`config.mk`:
```
export PLATFORM = sky130hd
export DESIGN_NAME = mult_div_unit
export DESIGN_NICKNAME = d
export VERILOG_FILES = /design/src/rtl/mult_div_unit.sv
export SDC_FILE = /design/constraint.sdc
export NUM_CORES = 1
export LEC_CHECK = 0
export ABC_CLOCK_PERIOD_IN_PS = 4570
export CORE_MARGIN = 4
export CORE_UTILIZATION = 30
export CTS_CLUSTER_SIZE = 16
export DETAILED_ROUTE_END_ITERATION = 8
export PLACE_DENSITY = 0.43
export SLEW_MARGIN = 25
export SYNTH_ARGS = -nofsm -noshare
export SYNTH_HDL_FRONTEND = slang
export SYNTH_SLANG_ARGS = --single-unit
```
`constraint.sdc`:
```
create_clock -name CLK -period 4.57 [get_ports CLK]
set_input_delay 1.371 -clock CLK [delete_from_list [all_inputs] [get_ports CLK]]
set_output_delay 1.371 -clock CLK [all_outputs]
set_load 0.1 [all_outputs]
```
`src/rtl/mult_div_unit.sv`:
```
// Iterative multiply/divide unit: shift-add multiply and restoring divide, one
// bit per clock, with sign handling done on magnitudes before and after.
module mult_div_unit #(
    parameter int WIDTH = 32
) (
    input  logic             CLK,
    input  logic             nRST,
    input  logic             start,
    input  logic [1:0]       op,
    input  logic [WIDTH-1:0] port_a,
    input  logic [WIDTH-1:0] port_b,
    input  logic             flush,
    output logic             busy,
    output logic             done,
    output logic [WIDTH-1:0] hi,
    output logic [WIDTH-1:0] lo,
    output logic             div_zero,
    output logic [1:0]       dbg_state
);

    localparam int CW = $clog2(WIDTH + 1);

    typedef enum logic [1:0] {
        IDLE  = 2'd0,
        CALC  = 2'd1,
        FIXUP = 2'd2,
        DONE  = 2'd3
    } state_t;

    state_t state, state_next;

    logic             is_div_q;
    logic             neg_res;
    logic             neg_rem;
    logic [WIDTH-1:0] opb_q;
    logic [WIDTH-1:0] work_hi;
    logic [WIDTH-1:0] work_lo;
    logic [CW-1:0]    count;

    logic             a_neg;
    logic             b_neg;
    logic [WIDTH-1:0] abs_a;
    logic [WIDTH-1:0] abs_b;
    logic             div_by_zero;
    logic [WIDTH:0]   mult_sum;
    logic [WIDTH:0]   div_shift;
    logic [WIDTH:0]   div_diff;
    logic [2*WIDTH-1:0] prod_fix;

    // op[0] clear selects the signed variant of both MULT and DIV.
    assign a_neg       = ~op[0] & port_a[WIDTH-1];
    assign b_neg       = ~op[0] & port_b[WIDTH-1];
    assign abs_a       = a_neg ? -port_a : port_a;
    assign abs_b       = b_neg ? -port_b : port_b;
    assign div_by_zero = op[1] && (port_b == '0);

    assign mult_sum  = {1'b0, work_hi} + (work_lo[0] ? {1'b0, opb_q} : {(WIDTH+1){1'b0}});
    assign div_shift = {work_hi, work_lo[WIDTH-1]};
    assign div_diff  = div_shift - {1'b0, opb_q};

    always_comb begin
        prod_fix = {work_hi, work_lo};
        if (neg_res) begin
            prod_fix = -{work_hi, work_lo};
        end
    end

    always_ff @(posedge CLK or negedge nRST) begin
        if (!nRST) begin
            state <= IDLE;
        end else begin
            state <= state_next;
        end
    end

    always_comb begin
        state_next = state;
        if (flush) begin
            state_next = IDLE;
        end else begin
            case (state)
                IDLE:  if (start) state_next = div_by_zero ? DONE : CALC;
                // The cycle in which the counter reads zero hands over to FIXUP.
                CALC:  if (count == '0) state_next = FIXUP;
                FIXUP: state_next = DONE;
                DONE:  state_next = IDLE;
            endcase
        end
    end

    always_ff @(posedge CLK or negedge nRST) begin
        if (!nRST) begin
            is_div_q <= 1'b0;
            neg_res  <= 1'b0;
            neg_rem  <= 1'b0;
            opb_q    <= '0;
            work_hi  <= '0;
            work_lo  <= '0;
            count    <= '0;
            hi       <= '0;
            lo       <= '0;
            div_zero <= 1'b0;
        end else if (!flush) begin
            case (state)
                IDLE: begin
                    if (start) begin
                        is_div_q <= op[1];
                        neg_res  <= a_neg ^ b_neg;
                        neg_rem  <= a_neg;
                        opb_q    <= abs_b;
                        work_hi  <= '0;
                        work_lo  <= abs_a;
                        if (div_by_zero) begin
                            hi       <= port_a;
                            lo       <= '1;
                            div_zero <= 1'b1;
                            count    <= '0;
                        end else begin
                            count <= CW'(WIDTH);
                        end
                    end
                end
                CALC: begin
                    if (count != '0) begin
                        count <= count - 1'b1;
                        if (is_div_q) begin
                            if (!div_diff[WIDTH]) begin
                                work_hi <= div_diff[WIDTH-1:0];
                            end else begin
                                work_hi <= div_shift[WIDTH-1:0];
                            end
                            work_lo <= {work_lo[WIDTH-2:0], ~div_diff[WIDTH]};
                        end else begin
                            work_hi <= mult_sum[WIDTH:1];
                            work_lo <= {mult_sum[0], work_lo[WIDTH-1:1]};
                        end
                    end
                end
                FIXUP: begin
                    div_zero <= 1'b0;
                    if (is_div_q) begin
                        lo <= neg_res ? -work_lo : work_lo;
                        hi <= neg_rem ? -work_hi : work_hi;
                    end else begin
                        {hi, lo} <= prod_fix;
                    end
                end
                DONE: begin
                end
            endcase
        end
    end

    assign busy      = (state != IDLE);
    assign done      = (state == DONE);
    assign dbg_state = state;

endmodule

```
==> results.toml <==
[run_status]
status = "completed"

[clocking]
postCtsSetupBuffers = 0
clk-insertion-delay-late_ps = 460
ctsHoldBuffers = 0
numCtsBuffers = 17
cts_tree = "done"
cts_resized = 0
cts_num_sinks = 172
cts-root-buf = "clkbuf_16"
htreeDepth = 4
max-clock-path-buffers = 2
cts.clk_slew.worst_paths_ps = 70

[timing]
slew_viol_final = 0
period_share = 0.880
clock_skew_ps = 15.8
fmax_mhz = 249
fin_crit_ps = 4020
max-slew-margin-rel = 0.324
rsz0062_at_grt = "no"
finalSetupViolations = 0
hold_viol_final = 0
fin_tns_setup_ps = 0
tightest_slew_ps = 1010

[drt]
num_vias = 12500
wirelength_um = 44800
detail-route-antenna-nets = 0
drc_errors = 0
drt-initial-drc-count = 690
wl_per_cell_um = 18.2
via_per_inst = 5.09
first_pass_iters = 5

[finish]
fill_cells = 4824
drive_gt1_frac = 0.0645
diodes = 0
area_growth_pct = 20.6
nNetsFinal = 1993

[min_path]
whs_path_depth = 2
holdPathEnd = "opb_q[25]"
hold_path.class = "flop to flop"
min_from = "opb_q[25]"

[setup_path]
arrival_ps = 4330
critPathCaptureType = "flop"
reg2regPathDepth = 14
rr_endpoint = "work_hi[11]"
worst_setup_path_start_kind = "primary input"
timing.rr.start = "work_lo[31]"
crit_type = "primary input to flop"
cp_max_fo = 41
reg2reg_slack_ps = 660
cp.required_ps = 4880

[logic_synthesis]
synth_cells = 1734
synth_cell_types = 72
synthArstFlopShare = 1.00
synthTopCellsByArea = "dfrtp_1 (31%), o21ai_0 (7.4%), ha_1 (6.6%)"
yosysSeqAreaShare = 0.307
yosysTopAreaCell = "dfrtp_1"
dominantRegCellSynth = "dfrtp_1"
syn_area_per_cell_um2 = 8.07
yosysTopAreaCellShare = 0.307
syn-cell-area_um2 = 14000
synth_warnings = 0
synth_nets = 1880
synth_edf_count = 0
synth.ff_latch_count = 172

[job]
max_cap_violations = 0

[die]
num_rows = 78
num_io_pins = 139
initial_core_util = 0.306
coreArea_um2 = 45800
die_area_um2 = 50200
die_w_um = 224
fp.dieH_um = 224

[place]
hpwl_um = 35300
gp_congestion = 0.849
portBuffers = 138

[global_routing]
grt_max_degree = 83
groute.usage.overall = 0.178
grt_pass1_wl_um = 71900
grt_antenna_before_repair = 0
gr-total-overflow = 0
grt_pass1_vias = 12500
routing by layer:
layer	vias to the layer above	GRT usage	share of wire
li1	6437	-	-
met1	5834	0.249	0.48
met2	213	0.296	0.47
met3	35	0.0249	0.036
met4	0	0.0366	0.014
met5	-	0	0
cells in the final DEF, fill, tap and decap left out, types with 14 or more instances in the layout:
master / netlist / routed
buf_4: 0 / 49
nand3_1: 18 / 18
or3_1: 16 / 16
a31oi_1: 49 / 49
a21oi_1: 101 / 101
nand2_1: 210 / 210
nand2b_1: 21 / 21
o21ai_0: 207 / 207
dfrtp_1: 172 / 171
clkdlybuf4s50_1: 0 / 136
xnor2_1: 85 / 84
a22oi_1: 20 / 20
inv_1: 62 / 62
nor4_1: 14 / 14
o31ai_1: 19 / 19
a21o_1: 33 / 33
nor2_1: 142 / 141
ha_1: 74 / 72
clkbuf_16: 0 / 17
xor2_1: 93 / 93
mux2i_1: 79 / 79
nor3_1: 29 / 29
synthesized netlist by cell type (49+ instances only):
library cell	number
a21oi_1	101
xnor2_1	85
clkbuf_1	86
nand2_1	210
mux2i_1	79
inv_1	62
ha_1	74
o21ai_0	207
dfrtp_1	172
nor2_1	142
a31oi_1	49
xor2_1	93
state kept, by name, indices dropped and copies added, names as in the netlist:
signal	count
work_hi	32
div_zero	1
hi	32
neg_res	1
count	6
work_lo	32
lo	32
dbg_state	2
is_div_q	1
neg_rem	1
opb_q	32
worst max path at each step:
stage,startpoint,slack [ps],end,cells past startpoint
after floorplan,port_b[22],750,hi[26],11
after global placement,port_b[22],150,div_zero,11
after detailed placement,port_b[22],90,div_zero,11
after CTS,port_b[22],560,div_zero,11
after global routing,port_b[22],340,lo[24],12
final,port_b[22],550,div_zero,11
through the flow:
stage	hold slack, ps	std cells	area (µm²)	utilization	setup slack (ps)
floorplan	450	1734	14000	-	751
global placement	462	2428	16300	0.356	151
detailed placement	473	2428	16300	0.356	87.5
CTS	488	2460	16900	0.369	558
global route	504	2460	16900	0.369	340
finish	480	2460	16900	0.369	548
worst max-delay path: stages:
cell and delay [ps]:
clkdlybuf4s50_1 430, or4_1 580, nor3_1 230, nand3b_1 150, nor4b_1 310, and3_1 360, a31oi_1 190, or2_2 360
buf_12 180, nand2_1 70, o21ai_0 80
layout make-up:
cell class	instances	area, µm²	area share
multi-input combinational	1400	9100	0.539
clock buffer	22	484	0.0287
inverter	62	233	0.0138
clock inverter	10	104	0.00615
tap	600	751	0.0445
timing repair buffer	194	1900	0.113
sequential	172	4310	0.255
cell families after synthesis:
logic type / count (synthesis) / share of synthesized area
AO/OA/AOI/OAI: 540 / 0.236
AND/OR/NAND/NOR: 523 / 0.172
XOR/XNOR: 178 / 0.111
flip-flops: 172 / 0.307
buffers and inverters: 162 / 0.0445
multiplexers: 83 / 0.0597
adder cells (fa/ha/maj): 76 / 0.0690
Power is left out: the tool's default activity adds up to more than one toggle a clock period on the data nets, which glitch-free logic cannot reach.
